File: config.mk
export PLATFORM = sky130hd
export DESIGN_NAME = data_mem_responder_flat
export DESIGN_NICKNAME = d
export VERILOG_FILES = /design/src/rtl/data_mem_responder_pkg.sv /design/src/rtl/data_mem_responder_if.sv /design/src/rtl/data_mem_responder_mem_array.sv /design/src/rtl/data_mem_responder.sv /design/src/flat_wrapper.sv
export SDC_FILE = /design/constraint.sdc
export NUM_CORES = 2
export LEC_CHECK = 0
export CAP_MARGIN = 20
export CORE_MARGIN = 2
export CORE_UTILIZATION = 50
export CTS_CLUSTER_SIZE = 8
export DETAILED_ROUTE_END_ITERATION = 7
export PLACE_DENSITY_LB_ADDON = 0.12
export SETUP_SLACK_MARGIN = 0.4
export SYNTH_ARGS = -nofsm -noshare
export SYNTH_HDL_FRONTEND = slang
export SYNTH_HIERARCHICAL = 1
export SYNTH_SLANG_ARGS = --single-unit
export TNS_END_PERCENT = 50
File: constraint.sdc
create_clock -name clk -period 4.71 [get_ports clk]
set_input_delay 1.413 -clock clk [delete_from_list [all_inputs] [get_ports clk]]
set_output_delay 1.413 -clock clk [all_outputs]
set_load 0.01 [all_outputs]
File: src/rtl/data_mem_responder_pkg.sv
// ---- mem_pkg : shared types and default widths for data_mem_responder (rev 1.0) ----
`default_nettype none

package mem_pkg;

  localparam int DEF_ADDR_W      = 8;
  localparam int DEF_DATA_W      = 8;
  localparam int DEF_WAIT_CYCLES = 2;

  typedef enum logic [1:0] {
    IDLE = 2'd0,
    WAIT = 2'd1,
    RESP = 2'd2
  } state_e;

  typedef enum logic {
    OP_READ  = 1'b0,
    OP_WRITE = 1'b1
  } op_e;

endpackage

`default_nettype wire

File: src/rtl/data_mem_responder_if.sv
// ---- data_mem_responder_if : CPU data-memory strobe/response bundle (rev 1.0) ----
`default_nettype none

interface data_mem_responder_if
  import mem_pkg::*;
#(
  parameter int ADDR_W = DEF_ADDR_W,
  parameter int DATA_W = DEF_DATA_W
);

  logic [ADDR_W-1:0] address;
  logic [DATA_W-1:0] data_in;
  logic              mem_read;
  logic              mem_write;
  logic [DATA_W-1:0] data_out;
  logic              ready;
  logic              busy;
  logic              error;

  modport master (
    output address, data_in, mem_read, mem_write,
    input  data_out, ready, busy, error
  );

  modport slave (
    input  address, data_in, mem_read, mem_write,
    output data_out, ready, busy, error
  );

endinterface

`default_nettype wire

File: src/rtl/data_mem_responder_mem_array.sv
// ---- mem_array : synchronous-write, registered-read storage (rev 1.0) ----
`default_nettype none

module mem_array
  import mem_pkg::*;
#(
  parameter int ADDR_W = DEF_ADDR_W,
  parameter int DATA_W = DEF_DATA_W
) (
  input  wire logic              clk,
  input  wire logic              rst,
  input  wire logic              we,
  input  wire logic              re,
  input  wire logic [ADDR_W-1:0] addr,
  input  wire logic [DATA_W-1:0] wdata,
  output logic      [DATA_W-1:0] rdata
);

  // Storage deliberately has no reset so contents survive a reset.
  logic [DATA_W-1:0] mem_q [2**ADDR_W];
  logic [DATA_W-1:0] rdata_q, rdata_d;

  always_ff @(posedge clk) begin
    if (we) begin
      mem_q[addr] <= wdata;
    end
  end

  always_comb begin
    rdata_d = rdata_q;
    if (re) begin
      rdata_d = mem_q[addr];
    end
  end

  always_ff @(posedge clk) begin
    if (rst) begin
      rdata_q <= '0;
    end else begin
      rdata_q <= rdata_d;
    end
  end

  assign rdata = rdata_q;

endmodule

`default_nettype wire

File: src/rtl/data_mem_responder.sv
// ---- data_mem_responder : wait-state handshaked memory target (rev 1.0) ----
`default_nettype none

module data_mem_responder
  import mem_pkg::*;
#(
  parameter int ADDR_W      = DEF_ADDR_W,
  parameter int DATA_W      = DEF_DATA_W,
  parameter int WAIT_CYCLES = DEF_WAIT_CYCLES
) (
  input wire logic            clk,
  input wire logic            reset,
  data_mem_responder_if.slave bus
);

  localparam logic [3:0] WAIT_CNT_INIT = 4'(WAIT_CYCLES);

  state_e            state_q, state_d;
  op_e               op_q, op_d;
  logic [3:0]        wait_cnt_q, wait_cnt_d;
  logic [ADDR_W-1:0] addr_q, addr_d;
  logic [DATA_W-1:0] wdata_q, wdata_d;
  logic              ready_q, ready_d;
  logic              busy_q, busy_d;
  logic              error_q, error_d;

  logic              acc_en;
  op_e               acc_op;
  logic [ADDR_W-1:0] acc_addr;
  logic [DATA_W-1:0] acc_wdata;

  always_comb begin
    state_d    = state_q;
    op_d       = op_q;
    wait_cnt_d = wait_cnt_q;
    addr_d     = addr_q;
    wdata_d    = wdata_q;
    error_d    = 1'b0;
    acc_en     = 1'b0;
    acc_op     = op_q;
    acc_addr   = addr_q;
    acc_wdata  = wdata_q;

    case (state_q)
      IDLE: begin
        if (bus.mem_read ^ bus.mem_write) begin
          op_d       = bus.mem_write ? OP_WRITE : OP_READ;
          addr_d     = bus.address;
          wdata_d    = bus.data_in;
          wait_cnt_d = WAIT_CNT_INIT;
          if (WAIT_CYCLES == 0) begin
            // No wait states: the access happens on the sampling edge itself.
            state_d   = RESP;
            acc_en    = 1'b1;
            acc_op    = op_d;
            acc_addr  = bus.address;
            acc_wdata = bus.data_in;
          end else begin
            state_d = WAIT;
          end
        end else if (bus.mem_read && bus.mem_write) begin
          error_d = 1'b1;
        end
      end
      WAIT: begin
        wait_cnt_d = wait_cnt_q - 4'd1;
        if (wait_cnt_q <= 4'd1) begin
          state_d = RESP;
          acc_en  = 1'b1;
        end
      end
      RESP:    state_d = IDLE;
      default: state_d = IDLE;
    endcase

    ready_d = (state_d == RESP);
    busy_d  = (state_d != IDLE);
  end

  always_ff @(posedge clk) begin
    if (reset) begin
      state_q    <= IDLE;
      op_q       <= OP_READ;
      wait_cnt_q <= 4'd0;
      addr_q     <= '0;
      wdata_q    <= '0;
      ready_q    <= 1'b0;
      busy_q     <= 1'b0;
      error_q    <= 1'b0;
    end else begin
      state_q    <= state_d;
      op_q       <= op_d;
      wait_cnt_q <= wait_cnt_d;
      addr_q     <= addr_d;
      wdata_q    <= wdata_d;
      ready_q    <= ready_d;
      busy_q     <= busy_d;
      error_q    <= error_d;
    end
  end

  // Reset must block a write that would otherwise land on the same edge.
  mem_array #(
    .ADDR_W (ADDR_W),
    .DATA_W (DATA_W)
  ) u_mem_array (
    .clk   (clk),
    .rst   (reset),
    .we    (acc_en && (acc_op == OP_WRITE) && !reset),
    .re    (acc_en && (acc_op == OP_READ)),
    .addr  (acc_addr),
    .wdata (acc_wdata),
    .rdata (bus.data_out)
  );

  assign bus.ready = ready_q;
  assign bus.busy  = busy_q;
  assign bus.error = error_q;

endmodule

`default_nettype wire

File: src/flat_wrapper.sv
// flat-port wrapper written by rule: the top's interface ports become plain ports
module data_mem_responder_flat import mem_pkg::*;
#(
  parameter int ADDR_W      = DEF_ADDR_W,
  parameter int DATA_W      = DEF_DATA_W,
  parameter int WAIT_CYCLES = DEF_WAIT_CYCLES
)
  (clk, reset, bus_address, bus_data_in, bus_mem_read, bus_mem_write, bus_data_out, bus_ready, bus_busy, bus_error);
  data_mem_responder_if #(.ADDR_W(ADDR_W), .DATA_W(DATA_W)) bus_i ();
  input wire logic clk;
  input wire logic reset;
  input wire logic [$bits(bus_i.address)-1:0] bus_address;
  input wire logic [$bits(bus_i.data_in)-1:0] bus_data_in;
  input wire logic [$bits(bus_i.mem_read)-1:0] bus_mem_read;
  input wire logic [$bits(bus_i.mem_write)-1:0] bus_mem_write;
  output wire logic [$bits(bus_i.data_out)-1:0] bus_data_out;
  output wire logic [$bits(bus_i.ready)-1:0] bus_ready;
  output wire logic [$bits(bus_i.busy)-1:0] bus_busy;
  output wire logic [$bits(bus_i.error)-1:0] bus_error;
  assign bus_i.address = bus_address;
  assign bus_i.data_in = bus_data_in;
  assign bus_i.mem_read = bus_mem_read;
  assign bus_i.mem_write = bus_mem_write;
  assign bus_data_out = bus_i.data_out;
  assign bus_ready = bus_i.ready;
  assign bus_busy = bus_i.busy;
  assign bus_error = bus_i.error;
  data_mem_responder #(.ADDR_W(ADDR_W), .DATA_W(DATA_W), .WAIT_CYCLES(WAIT_CYCLES)) u_core (.clk(clk), .reset(reset), .bus(bus_i));
endmodule
==> out/metrics.cfg <==
[outcome]
status=finished, final reports clean

[worst_setup_path]
critPathCaptureType=register
cp-startpoint=u_core/acc_addr[0]
r2r-start=u_core/acc_addr[0]
crit_arrival_ps=4950
critPathMaxFanout=26
required_ps=5470
path_class=reg2reg
cp-start-kind=register

[floorplan]
fp.dieW_um=406.9
core_um2=160900
dieHeight_um=406.9
die-area_um2=165600
initial_core_util_pct=50.44
ioPinCount=31
placementRows=147

[synth]
synth_top_family_by_area=multiplexers
synth-edff-count=2048
synthArstFlopShare_pct=0
synth_area_leader_cell=edfxtp_1
yosys-top-cells-count=edfxtp_1, mux4_2, nor2_1
syn_nets=3955
synth-simple-area-share_pct=3.070
yosysMostFrequentCell=edfxtp_1
synth-seq-area-share_pct=76.59
synth.area.mux_share_pct=15.99
synth_xor_area_share_pct=0
synth_area_leaders=edfxtp_1, mux4_2, mux2i_1, nor2_1, dfxtp_1
synth-adder-area-share_pct=0.04624
yosysTopAreaCellShare_pct=75.75
netlist_area_um2=81180
ys_ff_latch=2082
synth_compound_area_share_pct=2.562
synth_ff_type=edfxtp_1
synth.avg_cell_area_um2=20.65
synth.distinct_cells=65
syn-instance-count=3932
synth_warnings=6

[timing]
final_max_slew_viol_count=0
hold_viol=0
fin_ws_ps=519.9
fin_crit_ps=4190
maxSlewHeadroom_pct=30.80
finalCritPeriodShare_pct=88.96
rsz0062_at_grt=false
setup_tns_ps=0
setup_viol=0
fin_worst_skew_ps=53.34
fmax_mhz=238.7
worst_pin_slew_ps=1036

[clock_tree]
post_cts_buffers=0
cts-root-buf=clkbuf_16
cts_hold_buf=0
cts.sinks=2082
cts_buffer_depth=4
path_clk_slew_ps=50
cts_resized=0
cts_buffers=310
cts_tree=built
htree_num_levels=5
clk_latency_ps=910

[power_and_ir_drop]
p_per_area_nw_per_um2=468.1
leakage_nw=29.61
irDropWorstVdd_mv=0.4751

[drt]
detail_route.wl_per_cell_um=33.32
first_pass_iters=6
post-route-drc-count=0
ant_nets=0
vias=41532
drtIter0Drc=5201
drt-vias-per-instance=6.318
drt_wl_total_mm=219.1

[global_route]
grt_antenna_before_repair=5
gr-total-overflow=0
grt_usage_pct=26.83
grt_max_degree=146
grt_pass1_wl_mm=312.9
first_global_vias=41831

[hold_path]
hold_class=reg2reg
min_from=u_core/acc_op

[cells_and_area]
area_growth_pct=15.97
multi_input_comb_area_um2=17630
fin_nets=4377
n_antenna_cell=0
regArea_um2=62220
nFillCells=11628
final_core_util_pct=58.50
layout-drive-gt1-share_pct=27.14

[place]
place_ws_ps=181.2
post-dp-hpwl_mm=134.9
gp_congestion=0.8638
io_buffers=30

[run]
maxCapViolCount=0

## layout by cell type, fill, tap and decap left out, types with 13 or more instances in the layout
cell type / Yosys / final
nor2_1: 269 / 268
clkbuf_1: 118 / 46
a31oi_1: 14 / 14
a32oi_1: 20 / 20
a21oi_1: 67 / 67
buf_4: 40 / 288
o21ai_0: 44 / 44
mux4_2: 469 / 469
mux2_2: 40 / 40
nor2b_1: 16 / 13
clkbuf_16: 0 / 321
dfxtp_1: 34 / 20
a22oi_1: 33 / 33
o22ai_1: 61 / 61
nand2b_1: 17 / 16
edfxtp_1: 2048 / 2048
a221oi_1: 13 / 13
nand3_1: 32 / 31
mux2i_1: 189 / 189
nor3_1: 56 / 55
clkdlybuf4s50_1: 0 / 30
nand2_1: 143 / 142
buf_12: 2 / 41
## cell families after synthesis
| kind of cell | count (synthesis) |
|---|---|
| flops | 2082 |
| mux | 701 |
| simple gates | 574 |
| compound gates | 312 |
| buf+inv | 260 |
| fa+ha+maj | 3 |
## layout make-up
class	instances	area share, %
Clock buffer	368	8.730
Clock inverter	4	0.03323
Inverter	10	0.04519
Multi-Input combinational cell	1590	18.73
Sequential cell	2082	66.10
Tap cell	2160	2.871
Timing Repair Buffer	360	3.493
## worst max-delay path, cell delays in order (launching register included)
cell and delay [ps]:
dfxtp_4 940, buf_12 300, buf_4 220, mux4_2 500, mux2i_1 200, o22ai_1 110, a2111oi_0 530, o21ai_0 450
nor2_1 520, o22ai_1 140
## metal layers
| layer | share of wire (%) | vias up | routed length (µm) | track usage [%] |
|---|---|---|---|---|
| met2 | 46 | 2085 | 100100 | 39.94 |
| met3 | 9.5 | 360 | 20790 | 6.270 |
| met1 | 42 | 22077 | 91980 | 39.67 |
| met5 | 0.016 | - | 35 | 0 |
| met4 | 2.8 | 6 | 6197 | 8.317 |
| li1 | - | 17004 | - | - |
## power by group
| part | switching (mW) | internal (mW) |
|---|---|---|
| Clock | 7.32 | 12.0 |
| Combinational | 2.43 | 1.36 |
| Sequential | 0.216 | 20.7 |
| Total | 9.97 | 34.1 |
## final timing paths
path                                  to  slack (ps)  cells after the start
min                        u_core/acc_op         480                      2
max          u_core/u_mem_array/rdata[0]         520                      9
min reg2reg                u_core/acc_op         480                      2
max reg2reg  u_core/u_mem_array/rdata[0]         520                      9
## flip-flops by register name, indices dropped and copies added (netlist names)
register                  cells
u_core/bus.error              1
u_core/u_mem_array/mem_q   2048
u_core/bus.ready              1
u_core/bus.busy               1
u_core/acc_addr               8
u_core/u_mem_array/rdata      8
u_core/wait_cnt_q             4
u_core/state_q                2
u_core/acc_wdata              8
u_core/acc_op                 1
## metrics by stage
stage | hold WS (ps) | cells | power (mW) | cell area (µm²)
global placement | 475.6 | 6201 | 25.07 | 85890
detailed placement | 475.8 | 6201 | 25.08 | 85890
floorplan | 435.1 | 3932 | 23.52 | 81180
global route | 498.6 | 6574 | 45.28 | 94140
finish | 481.8 | 6574 | 44.07 | 94140
CTS | 483.8 | 6573 | 44.37 | 94140
No activity file was read; power rests on OpenSTA's default activity.
